[config.mk]
export PLATFORM = sky130hd
export DESIGN_NAME = rv32i_single_cycle_core
export DESIGN_NICKNAME = d
export VERILOG_FILES = /design/src/rtl/rv32i_single_cycle_core_pkg.sv /design/src/rtl/rv32i_single_cycle_core_reg_file.sv /design/src/rtl/rv32i_single_cycle_core.sv
export SDC_FILE = /design/constraint.sdc
export NUM_CORES = 2
export LEC_CHECK = 0
export ABC_CLOCK_PERIOD_IN_PS = 48000
export CAP_MARGIN = 20
export CORE_MARGIN = 2
export CORE_UTILIZATION = 64
export DETAILED_ROUTE_END_ITERATION = 10
export PLACE_DENSITY_LB_ADDON = 0.15
export SYNTH_ARGS = -nofsm -noshare
export SYNTH_HDL_FRONTEND = slang
export SYNTH_HIERARCHICAL = 1
export SYNTH_SLANG_ARGS = --single-unit
[constraint.sdc]
create_clock -name clk -period 48 [get_ports clk]
set_input_delay 9.6 -clock clk [delete_from_list [all_inputs] [get_ports clk]]
set_output_delay 9.6 -clock clk [all_outputs]
set_load 0.02 [all_outputs]
[src/rtl/rv32i_single_cycle_core_pkg.sv]
// Shared definitions for the single-cycle RV32I core: base opcodes,
// funct3 codes for ALU and branch instructions, the ALU operation enum
// and the default reset program counter.
package rv32i_single_cycle_core_pkg;

  localparam logic [31:0] RESET_PC = 32'h0000_0000;

  localparam logic [6:0] OPC_OP     = 7'b0110011;
  localparam logic [6:0] OPC_OP_IMM = 7'b0010011;
  localparam logic [6:0] OPC_LOAD   = 7'b0000011;
  localparam logic [6:0] OPC_STORE  = 7'b0100011;
  localparam logic [6:0] OPC_BRANCH = 7'b1100011;
  localparam logic [6:0] OPC_JAL    = 7'b1101111;
  localparam logic [6:0] OPC_JALR   = 7'b1100111;
  localparam logic [6:0] OPC_LUI    = 7'b0110111;
  localparam logic [6:0] OPC_AUIPC  = 7'b0010111;

  // ALU funct3 codes (OP and OP_IMM)
  localparam logic [2:0] F3_ADD_SUB = 3'b000;
  localparam logic [2:0] F3_SLL     = 3'b001;
  localparam logic [2:0] F3_SLT     = 3'b010;
  localparam logic [2:0] F3_SLTU    = 3'b011;
  localparam logic [2:0] F3_XOR     = 3'b100;
  localparam logic [2:0] F3_SRL_SRA = 3'b101;
  localparam logic [2:0] F3_OR      = 3'b110;
  localparam logic [2:0] F3_AND     = 3'b111;

  // Branch funct3 codes
  localparam logic [2:0] F3_BEQ  = 3'b000;
  localparam logic [2:0] F3_BNE  = 3'b001;
  localparam logic [2:0] F3_BLT  = 3'b100;
  localparam logic [2:0] F3_BGE  = 3'b101;
  localparam logic [2:0] F3_BLTU = 3'b110;
  localparam logic [2:0] F3_BGEU = 3'b111;

  typedef enum logic [3:0] {
    ALU_ADD, ALU_SUB, ALU_SLL, ALU_SLT, ALU_SLTU,
    ALU_XOR, ALU_SRL, ALU_SRA, ALU_OR, ALU_AND
  } alu_op_e;

endpackage

[src/rtl/rv32i_single_cycle_core_reg_file.sv]
// 32x32 integer register file: two combinational read ports and one
// write port updated on the rising clock edge. x0 always reads zero and
// writes to it are dropped. A same-cycle read of the register being
// written returns the old contents.
// Ports:
//   i_clk, i_rst           clock, asynchronous active-high clear of all registers
//   i_rs1_addr/o_rs1_data  read port 1
//   i_rs2_addr/o_rs2_data  read port 2
//   i_we, i_rd_addr, i_rd_data  write port
module rv32i_single_cycle_core_reg_file (
  input  logic        i_clk,
  input  logic        i_rst,
  input  logic [4:0]  i_rs1_addr,
  input  logic [4:0]  i_rs2_addr,
  input  logic        i_we,
  input  logic [4:0]  i_rd_addr,
  input  logic [31:0] i_rd_data,
  output logic [31:0] o_rs1_data,
  output logic [31:0] o_rs2_data
);

  logic [31:0] registers [32];

  always_ff @(posedge i_clk or posedge i_rst) begin
    if (i_rst) begin
      for (int i = 0; i < 32; i++) registers[i] <= '0;
    end else if (i_we && (i_rd_addr != 5'd0)) begin
      registers[i_rd_addr] <= i_rd_data;
    end
  end

  assign o_rs1_data = (i_rs1_addr == 5'd0) ? '0 : registers[i_rs1_addr];
  assign o_rs2_data = (i_rs2_addr == 5'd0) ? '0 : registers[i_rs2_addr];

endmodule

[src/rtl/rv32i_single_cycle_core.sv]
// Single-cycle RV32I core. Each clock one instruction is fetched from the
// ROM at rom_addr (= PC), decoded, executed and retired; loads read the
// RAM combinationally and stores write it on the same rising edge.
// Unsupported opcodes retire as NOPs.
// Ports:
//   clk, reset          clock, asynchronous active-high reset
//   instruction         instruction word at rom_addr
//   mem_rd_data         RAM word at mem_addr
//   rom_addr            program counter (byte address)
//   mem_addr            load/store byte address (rs1 + imm)
//   mem_wr_data         store data (rs2)
//   mem_wr_sig          store strobe, forced low during reset
module rv32i_single_cycle_core #(
  parameter logic [31:0] RESET_PC = rv32i_single_cycle_core_pkg::RESET_PC
) (
  input  logic        clk,
  input  logic        reset,
  input  logic [31:0] instruction,
  input  logic [31:0] mem_rd_data,
  output logic [31:0] rom_addr,
  output logic [31:0] mem_addr,
  output logic [31:0] mem_wr_data,
  output logic        mem_wr_sig
);

  import rv32i_single_cycle_core_pkg::*;

  logic [31:0] r_pc;
  logic [6:0]  w_opcode;
  logic [2:0]  w_funct3;
  logic [4:0]  w_rd, w_rs1, w_rs2;
  logic [31:0] w_imm_i, w_imm_s, w_imm_b, w_imm_u, w_imm_j;
  logic [31:0] w_rs1_data, w_rs2_data;
  logic [31:0] w_alu_b, w_alu_y, w_pc_plus4, w_wb_data, w_next_pc;
  alu_op_e     w_alu_op;
  logic        w_rd_we, w_mem_we;

  function automatic logic [31:0] alu(input alu_op_e op, input logic [31:0] a,
                                      input logic [31:0] b);
    logic signed [31:0] a_s;
    logic signed [31:0] b_s;
    logic [31:0]        y;
    a_s = a;
    b_s = b;
    case (op)
      ALU_ADD:  y = a + b;
      ALU_SUB:  y = a - b;
      ALU_SLL:  y = a << b[4:0];
      ALU_SLT:  y = {31'b0, a_s < b_s};
      ALU_SLTU: y = {31'b0, a < b};
      ALU_XOR:  y = a ^ b;
      ALU_SRL:  y = a >> b[4:0];
      ALU_SRA:  y = a_s >>> b[4:0];
      ALU_OR:   y = a | b;
      ALU_AND:  y = a & b;
      default:  y = a + b;
    endcase
    return y;
  endfunction

  // alt is instruction bit 30; it selects SUB/SRA, all other funct7 bits ignored
  function automatic alu_op_e alu_sel(input logic [2:0] f3, input logic alt);
    alu_op_e op;
    case (f3)
      F3_ADD_SUB: op = alt ? ALU_SUB : ALU_ADD;
      F3_SLL:     op = ALU_SLL;
      F3_SLT:     op = ALU_SLT;
      F3_SLTU:    op = ALU_SLTU;
      F3_XOR:     op = ALU_XOR;
      F3_SRL_SRA: op = alt ? ALU_SRA : ALU_SRL;
      F3_OR:      op = ALU_OR;
      F3_AND:     op = ALU_AND;
      default:    op = ALU_ADD;
    endcase
    return op;
  endfunction

  // Reserved branch funct3 encodings (010, 011) never branch.
  function automatic logic br_taken(input logic [2:0] f3, input logic [31:0] a,
                                    input logic [31:0] b);
    logic signed [31:0] a_s;
    logic signed [31:0] b_s;
    logic               t;
    a_s = a;
    b_s = b;
    case (f3)
      F3_BEQ:  t = (a == b);
      F3_BNE:  t = (a != b);
      F3_BLT:  t = (a_s < b_s);
      F3_BGE:  t = (a_s >= b_s);
      F3_BLTU: t = (a < b);
      F3_BGEU: t = (a >= b);
      default: t = 1'b0;
    endcase
    return t;
  endfunction

  assign w_opcode = instruction[6:0];
  assign w_rd     = instruction[11:7];
  assign w_funct3 = instruction[14:12];
  assign w_rs1    = instruction[19:15];
  assign w_rs2    = instruction[24:20];

  assign w_imm_i = {{20{instruction[31]}}, instruction[31:20]};
  assign w_imm_s = {{20{instruction[31]}}, instruction[31:25], instruction[11:7]};
  assign w_imm_b = {{19{instruction[31]}}, instruction[31], instruction[7],
                    instruction[30:25], instruction[11:8], 1'b0};
  assign w_imm_u = {instruction[31:12], 12'b0};
  assign w_imm_j = {{11{instruction[31]}}, instruction[31], instruction[19:12],
                    instruction[20], instruction[30:21], 1'b0};

  rv32i_single_cycle_core_reg_file reg_file_inst (
    .i_clk      (clk),
    .i_rst      (reset),
    .i_rs1_addr (w_rs1),
    .i_rs2_addr (w_rs2),
    .i_we       (w_rd_we),
    .i_rd_addr  (w_rd),
    .i_rd_data  (w_wb_data),
    .o_rs1_data (w_rs1_data),
    .o_rs2_data (w_rs2_data)
  );

  // Control decode; kept separate from writeback/next-PC so the ALU sits
  // between two independent combinational blocks.
  always_comb begin
    w_alu_op = ALU_ADD;
    w_alu_b  = w_imm_i;
    w_rd_we  = 1'b0;
    w_mem_we = 1'b0;
    case (w_opcode)
      OPC_OP: begin
        w_alu_b  = w_rs2_data;
        w_alu_op = alu_sel(w_funct3, instruction[30]);
        w_rd_we  = 1'b1;
      end
      OPC_OP_IMM: begin
        // bit 30 of an I-immediate only means SRAI for the right-shift funct3
        w_alu_op = alu_sel(w_funct3, instruction[30] && (w_funct3 == F3_SRL_SRA));
        w_rd_we  = 1'b1;
      end
      OPC_LOAD:  w_rd_we = 1'b1;
      OPC_STORE: begin
        w_alu_b  = w_imm_s;
        w_mem_we = 1'b1;
      end
      OPC_JAL, OPC_JALR, OPC_LUI, OPC_AUIPC: w_rd_we = 1'b1;
      default: ;
    endcase
  end

  assign w_alu_y    = alu(w_alu_op, w_rs1_data, w_alu_b);
  assign w_pc_plus4 = r_pc + 32'd4;

  always_comb begin
    w_wb_data = w_alu_y;
    w_next_pc = w_pc_plus4;
    case (w_opcode)
      OPC_LOAD:   w_wb_data = mem_rd_data;
      OPC_BRANCH: if (br_taken(w_funct3, w_rs1_data, w_rs2_data)) w_next_pc = r_pc + w_imm_b;
      OPC_JAL: begin
        w_wb_data = w_pc_plus4;
        w_next_pc = r_pc + w_imm_j;
      end
      OPC_JALR: begin
        w_wb_data = w_pc_plus4;
        w_next_pc = w_alu_y & ~32'd1;
      end
      OPC_LUI:   w_wb_data = w_imm_u;
      OPC_AUIPC: w_wb_data = r_pc + w_imm_u;
      default: ;
    endcase
  end

  always_ff @(posedge clk or posedge reset) begin
    if (reset) r_pc <= RESET_PC;
    else       r_pc <= w_next_pc;
  end

  assign rom_addr    = r_pc;
  assign mem_addr    = w_alu_y;
  assign mem_wr_data = w_rs2_data;
  assign mem_wr_sig  = w_mem_we & ~reset;

endmodule

== Word level (Yosys, flattened, before mapping) ==
Index checks and enable logic that the tools add are counted.
Word-level totals
  register bits: 1056
  bits of input ports: 66
  output and inout bits: 97
  word-level logic and storage cells: 123
Cells by class
  add/subtract/negate cells: 6
  magnitude comparators: 10
  equality and inequality tests: 27
  shift operators: 3
  muxes and demuxes: 27
  bitwise operators: 8
  reduce and logical (&&, ||, !) cells: 9
Operators with widths (count)
  $bwmux W1024: 1
  $bmux W32 S5: 2
  $pmux W32 S9: 1
  $mux W32: 8
  $demux W32 S5: 1
  $add A32 B32 Y32: 4
  $lt A32 B32 Y1: 4
  $pmux W32 S4: 1
  $pmux W32 S3: 1
  $ge A32 B32 Y1: 2
  $pmux W32 S2: 1
  $pmux W4 S8: 2
  $add A32 B3 Y32 const B: 1
  $and A32 B32 Y32: 1
  $eq A32 B32 Y1: 1
  $ne A32 B32 Y1: 1
  $or A32 B32 Y32: 1
  $shl A32 B5 Y32: 1
  $shr A32 B5 Y32: 1
  $sshr A32 B5 Y32: 1
  $sub A32 B32 Y32: 1
  $xor A32 B32 Y32: 1
  $eq A7 B6 Y1 const B: 3
  $eq A7 B7 Y1 const B: 3
  23 further kinds: 46

== Logic depth before layout (Yosys ltp) ==
  depth after elaboration: 10
  gate-level depth with buffers: 29
  gate-level depth less buffers: 22

== Hierarchy ==
The synthesis kept the hierarchy.
By module, submodules not included
  rv32i_single_cycle_core_reg_file: instances 1, cells an instance 3614, area an instance 54851.4 um2, sequential area each 25624.6 um2
  rv32i_single_cycle_core: instances 1, cells an instance 2562, area an instance 16709.8 um2, sequential area each 775.7 um2

== Worst setup path after synthesis ==
Ideal clock, no wire load.
  kind: in2out
  start point: input port instruction[22]
  end point: output port mem_addr[29]
  arrival: 15416 ps
  data required time: 38400 ps
  setup slack: 22984 ps
  stages on the path: 26
  buffers on the path: 8
  cell sequence: buf_4 > buf_4 > buf_2 > clkbuf_1 > a211oi_1 > a311oi_1 > mux2_2 > nor3_1 > or2_2 > buf_2 > inv_1 > buf_2 > buf_1 > clkbuf_1 > ha_1 > o21ai_0 > o211a_1 > o31ai_1 > o31a_1 > a221oi_1 > a211o_1 > a21oi_1 > and3_1 > o41ai_1 > mux2_2 > nand2_1
Between the ends
  word-level cells in the longest chain between the ends: 8
  elaborated cells on any way between the ends: 16
  classes of those cells: 2 x add/sub; 3 x shift; 6 x mux; 4 x bitwise; 1 x reduce/logical
Ends and longest elaborated chain
  start, declared: RTL line rv32i_single_cycle_core.sv:18  | input logic [31:0] instruction,
  $not A5 Y6 (implied by the code): RTL line rv32i_single_cycle_core_reg_file.sv:33  | assign o_rs2_data = (i_rs2_addr == 5'd0) ? '0 : registers[i_rs2_addr];
  $bmux W32 S5: RTL line rv32i_single_cycle_core_reg_file.sv:33
  $mux W32 (implied by the code) (2 in series): RTL line rv32i_single_cycle_core_reg_file.sv:33
  $mux W32 (*): RTL line rv32i_single_cycle_core_reg_file.sv:33
  via mem_wr_data[3]: RTL line rv32i_single_cycle_core.sv:22  | output logic [31:0] mem_wr_data,
  $pmux W32 S2 (*): RTL line rv32i_single_cycle_core.sv:131  | case (w_opcode)
  $add A32 B32 Y32, or another cell as far along: RTL line rv32i_single_cycle_core.sv:46, rv32i_single_cycle_core.sv:56
  $pmux W32 S9 (*): RTL line rv32i_single_cycle_core.sv:45  | case (op)
  end, declared: RTL line rv32i_single_cycle_core.sv:21  | output logic [31:0] mem_addr,
The timed path passes the listed nets; every way through them passes the cells marked *. The select of a mux whose other input is x is not followed.

== Final worst setup path ==
  start point: input port instruction[21]
  end point: output port mem_addr[24]
Between the ends
  word-level cells in the longest chain between the ends: 8
  elaborated cells on any way between the ends: 16
  classes of those cells: 2 x add/sub; 3 x shift; 6 x mux; 4 x bitwise; 1 x reduce/logical
Ends and longest elaborated chain (RTL line)
  $not A5 Y6 (implied by the code): rv32i_single_cycle_core_reg_file.sv:33
  $bmux W32 S5: rv32i_single_cycle_core_reg_file.sv:33
  $mux W32 (implied by the code) (2 in series): rv32i_single_cycle_core_reg_file.sv:33
  $mux W32: rv32i_single_cycle_core_reg_file.sv:33
  $pmux W32 S2 (*): rv32i_single_cycle_core.sv:131
  $add A32 B32 Y32, or another cell as far along: rv32i_single_cycle_core.sv:46, rv32i_single_cycle_core.sv:56
  $pmux W32 S9 (*): rv32i_single_cycle_core.sv:45
Mark *: on every way between the ends. The rest lies on a longest branch, timed or not. The select of a mux whose other input is x is not followed.

==> results by group <==
Outcome
  • Status: completed

Finish
  • Share of cells above drive strength 1: between 30% and 40%
  • Area of all sequential standard cells: between 20,000 and 30,000 sq um
  • Multi-input gate area: 41,800 sq um
  • Fill cells: 7,010
  • Post-synthesis to final-layout area growth: 8.89%
  • Total Nets Final: 6,317

Timing
  • Setup skew after layout: about 0.084 ns
  • Final hold violation count: 0
  • Count of pins over their slew limit: 0
  • Min Clock Period, post-route: 28.96 ns
  • Share of the clock period used by the worst path: 60.3%
  • Hold WS: 0.405 ns
  • Setup repair after global routing missed its margin: false
  • Setup WS post-layout: 19.04 ns
  • Slew Limit Headroom: 6.59%
  • Highest attainable clock frequency: 0.0345 GHz
  • Setup-failing EPs final: 0
  • Final-layout setup total negative slack: 0 ns
  • Slew @ Worst Pin: approximately 1.4 ns

Synthesis
  • Post-synthesis share of cell area spent on full adders, half adders and majority gates: 3.21%
  • Yosys warns: 6
  • Area share of xor/xnor cells in the synthesized design: 1.41%
  • Synth Area per Inst: between 10 and 15 sq um
  • Sequential-to-total area share from yosys stat: 36.9%
  • Largest family of logic cells by synthesized area: multiplexers
  • Mux share of post-synthesis cell area: 33.0%
  • Post-synth ARST share: 100%
  • Most frequently used flop master after synthesis: sky130_fd_sc_hd__dfrtp_1
  • Synth Area in Compound Gates: 13.4%
  • Synthesized cell area: 71,600 sq um
  • Number of enable-type register cells in the synthesized netlist: 0
  • Count of cell types in the netlist: 97
  • Syn Nets: 6,423
  • Synthesized netlist cell count: 6,176
  • Number of storage elements in the synthesis netlist: about 1,100
  • Simple-gate share of the synthesized area: 6.86%

GRT
  • Wire length of the first global-routing pass: 444 mm
  • Combined global-route utilization of all metal layers: 53.4%
  • Grt total ovfl: 0
  • Pin count of the biggest net entering global routing: around 190
  • Via count of the first global-routing pass: 62,704
  • Antenna violations before repair: 26

Floorplan
  • Starting Density: 64.6%
  • Die ar.: 115,000 sq um
  • Core area: 111,000 sq um
  • Die Y: 338 microns
  • Row count: 122
  • Num ports: 163
  • Horizontal die dimension: 338 microns

Setup path
  • Crit path capture type: primary output
  • Worst path bufs/invs: 6
  • Slowest-stage cell, CP: sky130_fd_sc_hd__a311oi_1
  • Maximum cell stage delay along the critical path: 1.10 ns
  • Worst-path maximum fanout: 75
  • CP Data Required Time: 38.40 ns
  • Worst Setup Path Type: input port to primary output
  • Critical Path, Cell by Cell: buf_8 -> buf_4 -> buf_4 -> nor2_4 -> a221oi_1 -> o21ai_0 -> a311oi_1 -> mux2i_1 -> and3_1 -> nor2_4 -> buf_4 -> inv_2 -> fa_1 -> nor2b_1 -> o31ai_1 -> a21oi_1 -> a21o_1 -> a211oi_1 -> o31ai_1 -> a21boi_0 -> xnor2_1 -> a211oi_1 -> o21ai_0 -> clkdlybuf4s50_1
  • Critical path launch point type: input port
  • Worst path top cell family by delay: compound AO/OA/AOI/OAI gates
  • Worst endpoint data arrival time: 19.36 ns
  • Most used cell, CP: sky130_fd_sc_hd__buf_4

Min path
  • Min-delay worst type: register to register

Drt
  • Residual DRC: 0
  • Number of antenna-violating nets in the routed design: 0
  • Post-detailed-route wirelength per cell: 40.4 microns
  • Detailed-route wire length: 310 mm
  • DR iter-0 viols: approximately 10,000
  • Avg Vias per Cell: around 8.2
  • Count of vias placed by the detailed router: 62,685
  • Number of search-and-repair iterations in the first detailed-routing pass: 10

Clock network
  • Skew-Pair Late Insertion Delay: between 0.7 and 0.8 ns
  • CTS Sinks: approximately 1,100
  • Clock tree from TritonCTS: yes
  • Resize count post-CTS: 0
  • Total CTS buffers: approximately 110
  • Buffers from clock root to sink, at most: 3
  • Number of hold buffers added after CTS: 0
  • CTS clock-pin slew for the worst setup and hold paths: approximately 0.070 ns
  • Level count of the clock H-tree: 3
  • Clock root buffer master: sky130_fd_sc_hd__clkbuf_16
  • Count of buffers added by post-CTS timing repair for setup: 0

Place
  • Port-buffer cells: between 150 and 200
  • RD Place Congestion: 1.06
  • Post-DP HPWL: just under 200 mm
  • Place WS: 19.80 ns

Power and ir drop
  • VDD IR max: 0.0000397 V
  • Power density over the cells: approximately 36 nW/um^2
  • Leakage power summed over all cells: 0.0352 uW
  • Total power draw: 2800 uW

Run
  • # Max-Cap Violations: 0
worst paths after layout:
path | start | end | slack, ns | depth (start not counted)
max reg2reg | reg_file_inst/registers[289] | reg_file_inst/registers[600] | 39.72 | 23
min in group asynchronous | reset | reg_file_inst/registers[8] | 9.77 | 2
min reg2reg | reg_file_inst/registers[996] | reg_file_inst/registers[996] | 0.41 | 0
max in group asynchronous | reset | reg_file_inst/registers[62] | 34.91 | 5
min | reg_file_inst/registers[996] | reg_file_inst/registers[996] | 0.41 | 0
max | instruction[21] | mem_addr[24] | 19.04 | 24
through the flow:
step                instances  util [%]  area, sq um
global route             7649      70.3        77900
global placement         7440      66.8        74000
CTS                      7644      70.2        77800
floorplan                6176         -        71600
finish                   7657      70.3        77900
detailed placement       7444      66.8        74100
state kept, by name, indices dropped and copies added (netlist names):
register / count
rom_addr: 31
reg_file_inst/registers: 1024
cells by family (layout without fill, tap and decap cells):
logic type	after synthesis	count (layout)
multiplexers	1662	1662
AO/OA/AOI/OAI	1391	1391
flip-flops	1055	1055
AND/OR/NAND/NOR	1005	1005
buffers and inverters	766	751
adder cells (fa/ha/maj)	181	181
XOR/XNOR	115	115
other	1	9
cell usage in the layout (no fill, tap or decap), drive strengths merged, types with 30 or more instances in the layout:
cell type      instances
mux2                1069
dfrtp               1055
mux4                 450
o21ai                328
nand2                261
buf                  240
nor2                 213
nand3                206
a21oi                203
ha                   177
inv                  163
clkdlybuf4s50        150
clkbuf               144
mux2i                143
o211ai               109
a211oi               102
a21o                  96
a22oi                 95
nor2b                 82
a311oi                76
a221oi                75
xnor2                 70
nor3                  62
xor2                  45
clkinv                43
nand4                 32
o21a                  30
o21bai                30
layout make-up:
| cell class | instances | area share (%) |
|---|---|---|
| Clock inverter | 56 | 0.872 |
| Inverter | 161 | 0.788 |
| Tap cell | 1488 | 2.39 |
| Clock buffer | 144 | 3.92 |
| Sequential cell | 1055 | 33.9 |
| Multi-Input combinational cell | 4355 | 53.6 |
| Antenna cell | 8 | 0.0257 |
| Timing Repair Buffer | 390 | 4.50 |
worst register-to-register path: stages (launching register included):
cell and delay [ns]:
sky130_fd_sc_hd__dfrtp_1 0.40, sky130_fd_sc_hd__mux2i_1 0.13, sky130_fd_sc_hd__a221oi_1 0.43, sky130_fd_sc_hd__o21ai_0 0.23, sky130_fd_sc_hd__a311oi_1 1.10, sky130_fd_sc_hd__mux2i_1 0.25
sky130_fd_sc_hd__and3_1 0.31, sky130_fd_sc_hd__nor2_4 0.08, sky130_fd_sc_hd__buf_4 0.62, sky130_fd_sc_hd__inv_2 0.42, sky130_fd_sc_hd__fa_1 0.55, sky130_fd_sc_hd__nor2b_1 0.17
sky130_fd_sc_hd__o31ai_1 0.16, sky130_fd_sc_hd__a21oi_1 0.37, sky130_fd_sc_hd__a21o_1 0.35, sky130_fd_sc_hd__a211oi_1 0.18, sky130_fd_sc_hd__o31ai_1 0.37, sky130_fd_sc_hd__a21boi_0 0.18
sky130_fd_sc_hd__xnor2_1 0.15, sky130_fd_sc_hd__a211oi_1 0.45, sky130_fd_sc_hd__o21ai_0 0.30, sky130_fd_sc_hd__o22a_1 0.27, sky130_fd_sc_hd__buf_4 0.24, sky130_fd_sc_hd__mux2_1 0.43
layer usage:
layer | wire, microns | track usage, % | vias to the layer above
met2 | 128000 | 75.5 | 6290
met3 | 47900 | 22.7 | 2045
met5 | 202 | 0.250 | -
li1 | - | - | 23508
met4 | 28500 | 37.0 | 24
met1 | 105000 | 66.1 | 30818
where the power goes:
part           total [uW]  switching (uW)  internal (uW)
Clock                 899             399            500
Combinational         862             534            329
Sequential           1040            80.7            955
Total                2800            1010           1780
cells in the mapped netlist (all sizes together) (32+ instances only):
cell	count	area (sq um)
mux2	1069	12000
dfrtp	1055	26400
mux4	450	10100
o21ai	328	1640
clkbuf	304	1140
buf	301	2000
nand2	261	982
nor2	213	830
nand3	206	1030
a21oi	203	1020
ha	177	2210
inv	160	601
mux2i	143	1430
o211ai	109	818
a211oi	102	766
a21o	96	721
a22oi	95	718
nor2b	82	528
a311oi	76	666
a221oi	75	663
xnor2	70	613
nor3	62	310
xor2	45	394
nand4	32	200
No activity file was read; power rests on OpenSTA's default activity.
